==> src/rtl/serial_comp_pkg.sv <==
//------------------------------------------------------------------------------
// Module   : serial_comp_pkg
// Purpose  : Shared types and helpers for the serial two's-complement unit.
//            The package holds the operation mode encoding, the FSM state
//            encoding and the rule that decides whether an operand is negated.
// Revision : 1.0 - initial release
//------------------------------------------------------------------------------
`default_nettype none

package serial_comp_pkg;

  // Operation mode. MODE_RSVD behaves as MODE_PASS.
  typedef enum logic [1:0] {
    MODE_PASS = 2'd0,
    MODE_NEG  = 2'd1,
    MODE_ABS  = 2'd2,
    MODE_RSVD = 2'd3
  } mode_t;

  // Control FSM state encoding.
  typedef enum logic [0:0] {
    IDLE  = 1'b0,
    SHIFT = 1'b1
  } state_t;

  // An operand is negated for MODE_NEG, and for MODE_ABS only when it is
  // negative (sign bit set).
  function automatic logic neg_for_mode(input mode_t m, input logic msb);
    return (m == MODE_NEG) | ((m == MODE_ABS) & msb);
  endfunction

endpackage

`default_nettype wire

==> src/rtl/serial_comp_cell.sv <==
//------------------------------------------------------------------------------
// Module   : serial_comp_cell
// Purpose  : One-bit combinational carry cell for LSB-first two's-complement
//            negation. It computes ~b + carry when negating, and passes the
//            bit through with the carry unchanged otherwise.
// Ports    : b          - current operand bit (LSB first)
//            carry      - incoming carry (1 at the start of an operation)
//            neg        - 1 = negate, 0 = pass through
//            o          - output bit
//            carry_next - carry for the next bit
// Revision : 1.0 - initial release
//------------------------------------------------------------------------------
`default_nettype none

module serial_comp_cell (
  input  logic b,
  input  logic carry,
  input  logic neg,
  output logic o,
  output logic carry_next
);

  always_comb begin
    o          = b;
    carry_next = carry;
    if (neg) begin
      // Increment of the inverted bit: the carry survives only while the
      // inverted bits are 1, that is while the original bits are 0.
      o          = ~b ^ carry;
      carry_next = ~b & carry;
    end
  end

endmodule

`default_nettype wire

==> src/rtl/serial_twos_comp_unit.sv <==
//------------------------------------------------------------------------------
// Module   : serial_twos_comp_unit
// Purpose  : Parametrised serial two's-complement unit. It loads a W-bit
//            operand on start, processes it LSB-first one bit per clock through
//            a single carry cell, and returns pass / negate / abs results in
//            parallel with a done pulse. It also streams the result bits out
//            serially.
// Ports    : clk        - rising-edge clock
//            rst        - synchronous active-high reset
//            start      - request, sampled only while idle
//            mode       - 0 pass, 1 negate, 2 abs, 3 pass (latched with start)
//            din        - W-bit operand (latched with start)
//            busy       - operation in progress
//            done       - one-cycle completion pulse
//            result     - completed result, held until the next operation ends
//            ovf        - set when the most-negative value was negated
//            sout       - serial result bit, LSB first
//            sout_valid - qualifies sout
// Revision : 1.0 - initial release
//------------------------------------------------------------------------------
`default_nettype none

module serial_twos_comp_unit
  import serial_comp_pkg::*;
#(
  parameter int W = 8
) (
  input  logic         clk,
  input  logic         rst,
  input  logic         start,
  input  logic [1:0]   mode,
  input  logic [W-1:0] din,
  output logic         busy,
  output logic         done,
  output logic [W-1:0] result,
  output logic         ovf,
  output logic         sout,
  output logic         sout_valid
);

  localparam int             CW     = $clog2(W);
  localparam logic [CW-1:0]  C_LAST = CW'(W - 1);
  // Most-negative W-bit value: the only operand that negates onto itself.
  localparam logic [W-1:0]   C_MIN  = {1'b1, {(W-1){1'b0}}};

  state_t        r_state;
  logic [W-1:0]  r_sr;
  logic          r_carry;
  logic          r_neg;
  logic [CW-1:0] r_cnt;
  logic          r_busy;
  logic          r_done;
  logic [W-1:0]  r_result;
  logic          r_ovf;
  logic          r_sout;
  logic          r_sout_valid;

  logic          w_o;
  logic          w_carry_next;
  logic          w_neg_load;
  logic [W-1:0]  w_next_sr;
  logic          w_ovf;

  serial_comp_cell u_cell (
    .b          (r_sr[0]),
    .carry      (r_carry),
    .neg        (r_neg),
    .o          (w_o),
    .carry_next (w_carry_next)
  );

  assign w_neg_load = neg_for_mode(mode_t'(mode), din[W-1]);

  // Right shift with the freshly computed bit entering at the MSB. After W
  // shifts the register holds the complete result.
  assign w_next_sr  = {w_o, r_sr[W-1:1]};

  // When negating, only the most-negative operand yields the most-negative
  // result, so checking the final value detects the overflow case exactly.
  assign w_ovf      = r_neg & (w_next_sr == C_MIN);

  always_ff @(posedge clk) begin
    if (rst) begin
      r_state      <= IDLE;
      r_sr         <= '0;
      r_carry      <= 1'b1;
      r_neg        <= 1'b0;
      r_cnt        <= '0;
      r_busy       <= 1'b0;
      r_done       <= 1'b0;
      r_result     <= '0;
      r_ovf        <= 1'b0;
      r_sout       <= 1'b0;
      r_sout_valid <= 1'b0;
    end else begin
      r_done       <= 1'b0;
      r_sout_valid <= 1'b0;
      case (r_state)
        IDLE: begin
          if (start) begin
            r_sr    <= din;
            r_carry <= 1'b1;
            r_cnt   <= '0;
            r_neg   <= w_neg_load;
            r_busy  <= 1'b1;
            r_state <= SHIFT;
          end
        end
        SHIFT: begin
          r_sr         <= w_next_sr;
          r_carry      <= w_carry_next;
          r_sout       <= w_o;
          r_sout_valid <= 1'b1;
          r_cnt        <= r_cnt + CW'(1);
          if (r_cnt == C_LAST) begin
            r_cnt    <= '0;
            r_busy   <= 1'b0;
            r_done   <= 1'b1;
            r_result <= w_next_sr;
            r_ovf    <= w_ovf;
            r_state  <= IDLE;
          end
        end
        default: r_state <= IDLE;
      endcase
    end
  end

  assign busy       = r_busy;
  assign done       = r_done;
  assign result     = r_result;
  assign ovf        = r_ovf;
  assign sout       = r_sout;
  assign sout_valid = r_sout_valid;

endmodule

`default_nettype wire

==> config.mk <==
export PLATFORM = sky130hd
export DESIGN_NAME = serial_twos_comp_unit
export DESIGN_NICKNAME = d
export VERILOG_FILES = /design/src/rtl/serial_comp_pkg.sv /design/src/rtl/serial_comp_cell.sv /design/src/rtl/serial_twos_comp_unit.sv
export SDC_FILE = /design/constraint.sdc
export NUM_CORES = 1
export LEC_CHECK = 0
export CORE_MARGIN = 2
export CORE_UTILIZATION = 30
export DETAILED_ROUTE_END_ITERATION = 6
export DONT_BUFFER_PORTS = 1
export GPL_TIMING_DRIVEN = 0
export PLACE_DENSITY = 0.55
export SYNTH_ARGS = -nofsm -noshare
export SYNTH_HDL_FRONTEND = slang
export SYNTH_SLANG_ARGS = --single-unit
export TNS_END_PERCENT = 10
==> constraint.sdc <==
create_clock -name clk -period 2.2 [get_ports clk]
set_clock_uncertainty 0.2 [all_clocks]
set_input_delay 0.66 -clock clk [delete_from_list [all_inputs] [get_ports clk]]
set_output_delay 0.66 -clock clk [all_outputs]
set_load 0.02 [all_outputs]
# Word-level counts from Yosys, hierarchy flattened

Index checks and enable logic that the tools add are counted.

Flip-flop bits (word level): 27
Output and inout port bits: 13

Add/subtract/negate cells: 1
Equality and inequality tests: 7
Multiplexer cells: 16
Bitwise logic cells: 7
Reduce and logical (&&, ||, !) cells: 5

Operators by type and width:

| operator            | count |
|---|---|
| $pmux 8 s2          | 1 |
| $eq 8x8->1 const B  | 1 |
| $mux 1              | 8 |
| $mux 8              | 1 |
| $reduce_and 2->1    | 4 |
| $mux 3              | 2 |
| $pmux 1 s2          | 3 |
| $pmux 3 s2          | 1 |
| $ne 2x1->1 const B  | 2 |
| $add 3x1->3 const B | 1 |
| $and 1x1->1         | 3 |
| $eq 3x3->1 const B  | 1 |
| $eq 2x1->1 const B  | 1 |
| $eq 2x2->1 const B  | 1 |
| $ne 2x2->1 const B  | 1 |
| $not 1->1           | 2 |
| $reduce_or 2->1     | 1 |
| $or 1x1->1          | 1 |
| $xor 1x1->1         | 1 |

# Depth between registers and ports, before layout

Gate-level depths: netlist (run 1).

Word-level depth: 5
Mapped depth: 6

# Modules after synthesis

Synthesis (run 1) repeated with hierarchy kept, for this count alone.

Cell total of the unflattened synthesis: 132
Area total of the unflattened synthesis: 1194.9 um2

By module, submodules not included:

| module                | instances | cells an instance | area each (um2) | sequential area each (um2) |
|---|---|---|---|---|
| serial_twos_comp_unit | 1         | 128               | 1156.1          | 540.5 |
| serial_comp_cell      | 1         | 4                 | 38.8            | 0.0 |

# Worst setup path after synthesis (run 1)

OpenSTA, ideal clock, no wires.

Path kind: register -> register
From: reg r_cnt[0]
To: reg r_ovf, in the netlist ovf
Data arrival time: 1.313 ns
Required time: 1.883 ns
Slack: 0.570 ns
Stages on the path, launching flop included: 7
Buffers on the path: 1
Period minus slack after synthesis: 1.630 ns
Path through: dfxtp_1 -> ha_1 -> ha_1 -> and3b_1 -> buf_6 -> nor2b_4 -> a32o_1

Word-level cells in the longest chain between the ends: 2

RTL lines:

| item                              | RTL line                     | RTL |
|---|---|---|
| start, declared                   | serial_twos_comp_unit.sv:50  | `logic [CW-1:0] r_cnt;` |
| start signal, assigned            | serial_twos_comp_unit.sv:114 | `r_cnt <= r_cnt + CW'(1);` |
| $eq 3x3->1                        | serial_twos_comp_unit.sv:115 | `if (r_cnt == C_LAST) begin` |
| $reduce_and 2->1 (no source line) | n/a                          |  |
| end signal, assigned              | serial_twos_comp_unit.sv:120 | `r_ovf <= w_ovf;` |
| end, declared                     | serial_twos_comp_unit.sv:54  | `logic r_ovf;` |

Every way passes these cells.
A chain may end at the register's enable or synchronous reset.

# Worst setup path after layout (run 1)

Ends and elaborated chain as after synthesis.

==> reports/results.ini, run 1 <==
[power]
clockPowerShare_pct=25.8
finalPower_mw=0.8186
p_sw_share_pct=24.66
leakage_nw=0.4709
power.switching_mw=0.2019
combPwrFrac_pct=9.4
p_int_mw=0.6167
power.density_nw_per_um2=693.0
vdd_drop_max_mv=0.3360
seqPwrFrac_pct=64.9

[clock_network]
clk_path_buf_depth=2
clk_latency_ps=320
holdBufCountCts=0
cts_sinks=27
htree_levels=1
cts-buffers-inserted=3
cts_resized=0
cts_setup_buffers=0
cts_tree=done
root_buffer=clkbuf_4
clk_pin_slew_ps=140

[setup_path]
cpMostUsedCell=ha_1
r2r_setup_slack_ps=470
worst-setup-path-type=flip-flop to flip-flop
crit_chain=ha_1 > ha_1 > and3b_1 > buf_6 > nor2b_4 > a32o_1
r2r-start=r_cnt[0]
endpoint_kind=flip-flop
cp_top_family=adder cells
crit_cells=6
start_kind=flip-flop
arrival_ps=1760
slowest_delay_ps=350
crit_path_start=r_cnt[0]
reg2reg_depth=6
critPathSlowestCell=dfxtp_1
crit_end=ovf
crit_required_ps=2230
path_buf_inv=1
critPathMaxFanout=9
reg2reg_to=ovf

[layout]
fin_cells=150
fin_util_pct=34.58
regArea_um2=540.5
drive_gt1_share_pct=8.654
layout.nets=121
diodes=0
n_fill_cell=357
multi_input_area_um2=509.2
area_delta_synth_final_pct=7.639

[run]
cap_violations=0

[route]
vias_per_cell=5.020
vias=753
antenna_left=0
avgRoutedWirePerCell_um=15.66
firstDrtPassIters=4
drc=0
drt_iter0_drc=27
routed_wl_um=2349

[grt]
first_global_vias=798
grt_use_total_pct=12.72
grt_pass1_wl_um=4043
grt_max_degree=15
grt_overflow=0
antenna_found_initial=0

[floorplanning]
die_h_um=64.48
ioPinCount=26
dieArea_um2=4158
initial_core_util_pct=32.12
coreArea_um2=3416
row_count=21
die_w_um=64.48

[synthesis]
syn_area_um2=1097
synth_common_cells=dfxtp_1, nor2_1, mux2i_1
ys_seq_area_share_pct=49.26
syn_inst=100
ys_async_sr_fraction_pct=0
synth-seq-cells=27
synth_flop_cell=dfxtp_1
synthTopCellsByArea=dfxtp_1, mux2i_1, mux2_1
synth.avg_cell_area_um2=10.97
ys_types=29
syn_nets=116
yosysTopAreaCell=dfxtp_1
synth_edf_count=0
yosys_warnings=0
yosysMostFrequentCell=dfxtp_1
yosysTopAreaCellShare_pct=49.26

[timing]
timing.final.crit_share_pct=78.47
rsz0062_at_grt=false
period_needed_ps=1726
max_freq_mhz=579.3
worst_pin_slew_ps=429.7
hold_violations=0
maxSlewHeadroom_pct=71.35
setup_viol=0
hold_ws_ps=184.5
drv_slew=0
setup_tns_ps=0

[placed_design]
portBuffers=0
gp_congestion=0.6948
place_inst=146
hpwl_um=1737

[outcome]
outcome=finished, final reports clean

[worst_hold_path]
hold_path_startpoint=rst
hold_path_class=primary input to flip-flop

==> routing by layer <==
metal | GRT usage [%] | vias up | share of wire (%)
met4 | 3.191 | 0 | 0.98
met1 | 15.82 | 363 | 47
met2 | 20.31 | 23 | 45
li1 | - | 365 | -
met3 | 5.382 | 2 | 7.1
met5 | 0 | - | 0
==> placed cells by master (no fill, tap or decap), types with 2 or more instances in the layout <==
cell type   n
buf_4       2
dfxtp_1    27
inv_1       2
clkbuf_1    2
mux2_1      8
o21a_1      3
nor3b_1     2
a22o_1      7
ha_1        3
nor2b_1     2
clkbuf_4    3
buf_2       2
nor2_1     12
mux2i_1     9
a21oi_1     5
==> power by group through the flow <==
stage               Sequential, mW  Clock, mW  Combinational, mW
floorplan                    0.535          0             0.0639
global placement             0.541          0             0.0739
detailed placement           0.542          0             0.0764
CTS                          0.531      0.218             0.0772
global route                 0.536      0.246             0.0857
finish                       0.531      0.211             0.0769
==> kinds of logic after synthesis <==
logic type               Yosys count  share of synthesized area (%)
buffers and inverters              8                          4.332
AO/OA/AOI/OAI                     19                          13.23
flip-flops                        27                          49.26
multiplexers                      17                          16.42
AND/OR/NAND/NOR                   26                          13.34
adder cells (fa/ha/maj)            3                          3.421
==> cell type report <==
cell class	instances	area share [%]
Multi-Input combinational cell	65	43.11
Tap cell	46	4.873
Sequential cell	27	45.76
Inverter	2	0.6356
Clock buffer	4	2.225
Buffer	6	3.390
==> how the worst min path moves through the flow <==
stage,end,slack [ps],depth (start not counted)
finish,sout_valid,180,1
floorplan,result[6],280,1
detailed placement,r_cnt[0],330,2
global route,sout_valid,160,1
CTS,sout_valid,180,1
global placement,r_cnt[0],310,2
==> through the flow <==
stage / area [um2] / setup slack, ps
global route: 1181 / 361.6
global placement: 1155 / 512.4
floorplan: 1097 / 570.0
finish: 1181 / 473.7
CTS: 1181 / 458.4
detailed placement: 1155 / 478.3
(Power assumes the default switching activity.)
==> inputs of run 2 (changes only) <==
==> constraint.sdc (replaced) <==
create_clock -name clk -period 1.6 [get_ports clk]
set_clock_uncertainty 0.2 [all_clocks]
set_input_delay 0.48 -clock clk [delete_from_list [all_inputs] [get_ports clk]]
set_output_delay 0.48 -clock clk [all_outputs]
set_load 0.02 [all_outputs]
==> run 2 against run 1 <==
Wire length is 4.6% higher. Clock power grew 40%. Total power rose by 39%. Die area is the same. Largest power group unchanged. Flip-flop and latch count is the same. Largest cell class unchanged.
==> reports/results.ini, run 2 (synthesized netlist as in run 1, its figures left out) <==
[outcome]
outcome=finished, final reports clean

[grt]
first_global_vias=777  ; -2.6%
grt_max_degree=16  ; +1
grt_pass1_wl_um=4043  ; unchanged
antenna_found_initial=0  ; unchanged
grt_overflow=0  ; unchanged
grt_use_total_pct=12.88  ; +0.16 points

[route]
drt_iter0_drc=17  ; -37%
avgRoutedWirePerCell_um=16.06  ; +2.5%
vias=764  ; +1.5%
vias_per_cell=4.993  ; -0.53%
met2RoutedLength_um=1063  ; +0.47%
antenna_left=0  ; unchanged
firstDrtPassIters=4  ; unchanged
wl_met1_um=1184  ; +7.6%
routed.top_layer=met4
routed_wl_um=2457  ; +4.6%
drc=0  ; unchanged
routed-wl-met3_um=180  ; +7.8%

[placed_design]
postPlaceCellArea_um2=1160  ; +0.43%
gp_congestion=0.7193  ; +3.5%
portBuffers=0  ; unchanged
hpwl_um=1706  ; -1.8%

[clock_network]
htree_levels=1  ; unchanged
cts-buffers-inserted=3  ; unchanged
cts_sinks=27  ; unchanged
cts_tree=done
root_buffer=clkbuf_4
clk_path_buf_depth=2  ; unchanged
clk_pin_slew_ps=150  ; about the same
clk_latency_ps=320  ; about the same

[floorplanning]
die_w_um=64.48  ; unchanged
initial_core_util_pct=32.12  ; unchanged
dieArea_um2=4158  ; unchanged
ioPinCount=26  ; unchanged
die_h_um=64.48  ; unchanged
row_count=21  ; unchanged
coreArea_um2=3416  ; unchanged

[power]
seqPwrFrac_pct=64.1  ; -0.8 points
p_int_mw=0.8510  ; +38%
leakage_nw=0.4874  ; +3.5%
clockPowerShare_pct=25.8  ; about the same
power.density_nw_per_um2=910.5  ; +31%
combPwrFrac_pct=10.0  ; +0.6 points
power.switching_mw=0.2905  ; +44%
p_sw_share_pct=25.45  ; +0.78 points
vdd_drop_max_mv=0.5905  ; +76%

[timing]
rsz0062_at_grt=true
setup_viol=0  ; unchanged
period_needed_ps=1583  ; -143.1 ps
worst_pin_slew_ps=439.1  ; +9.402 ps
drv_slew=0  ; unchanged
hold_ws_ps=44.05  ; -140.4 ps
max_freq_mhz=631.6  ; +9.0%
setup_tns_ps=0  ; unchanged
maxSlewHeadroom_pct=70.73  ; -0.63 points
hold_violations=0  ; unchanged
timing.final.crit_share_pct=98.95  ; +20 points

[layout]
n_fill_cell=354  ; -0.84%
mostFrequentLayoutCells=dfxtp_1, nor2_1, mux2_1, mux2i_1, a22o_1
drive_gt1_share_pct=15.89  ; +7.2 points
diodes=0  ; unchanged
area_delta_synth_final_pct=14.25
design_area_um2=1254  ; +6.1%
final_common_cell=dfxtp_1
layout.nets=124  ; +2.5%

[setup_path]
start_kind=flip-flop
worst-setup-path-type=flip-flop to flip-flop
critPathMaxFanout=4  ; -5
crit_required_ps=1640  ; -590 ps
endpoint_kind=flip-flop
arrival_ps=1620  ; -140 ps

[run]
cap_violations=0  ; unchanged

[worst_hold_path]
hold_path_class=primary input to flip-flop

==> run 2: changes by cell type in the layout (fill, tap and decap cells not counted), sizes merged <==
cell         previous run  this run
dlygate4sd3             0         1
clkinv                  0         1
buf                     5         6
==> run 2: cell type report <==
cell class	count	area, um2	area share [%]
inverters	2	7.507	0.5988
flip-flops and latches	27	543.0	43.31
multi-input cells	65	538.0	42.91
plain buffers	6	42.54	3.393
clock inverters	1	5.005	0.3992
clock buffers	3	22.52	1.796
well taps	46	57.56	4.591
repair buffers	3	37.54	2.994
==> run 2: final timing paths <==
check | startpoint | to | slack (ps) | depth (start not counted)
worst min register to register | r_sr[1] | result[0] | 360 | 1
worst min-delay path | rst | r_carry | 40 | 1
worst max-delay path | r_cnt[1] | ovf | 20 | 6
worst max register to register | r_cnt[1] | ovf | 20 | 6
==> run 2: power groups by stage <==
stage,Combinational (mW),Clock (mW),Sequential (mW)
2_1_floorplan,0.0880,0,0.736
4_1_cts,0.111,0.308,0.731
6_report,0.114,0.295,0.732
3_5_place_dp,0.105,0,0.745
5_1_grt,0.128,0.342,0.737
3_3_place_gp,0.102,0,0.744
==> run 2: what timing repair did <==
action	in CTS	in global routing
cloned	0	0
hold buffers	1	0
pin swaps	0	1
setup buffers	2	0
endpoints found under the setup margin	3	11
endpoints found under the hold margin	2	0
resized for setup	3	3
==> run 2: metrics by stage <==
| stage | worst slack (ps) | util [%] | instances | total power [mW] |
|---|---|---|---|---|
| 3_3_place_gp | -31.19 | 33.96 | 146 | 0.8461 |
| 2_1_floorplan | 20.59 | - | 100 | 0.8239 |
| 3_5_place_dp | -61.01 | 33.96 | 146 | 0.8499 |
| 5_1_grt | -21.84 | 36.70 | 153 | 1.208 |
| 4_1_cts | 3.648 | 36.48 | 153 | 1.150 |
| 6_report | 16.75 | 36.70 | 153 | 1.142 |
==> run 2: metal layers <==
metal,vias up,track usage (%)
li1,373,-
met1,364,16.63
met2,25,19.40
met3,2,5.556
met4,0,3.989
met5,-,0
==> run 2: critical path, cell delays in order, from the launching register on <==
cell and delay [ps]:
dfxtp_2 360, ha_4 160, ha_4 160, and3b_1 170
buf_6 120, nor2b_4 120, a32o_1 210
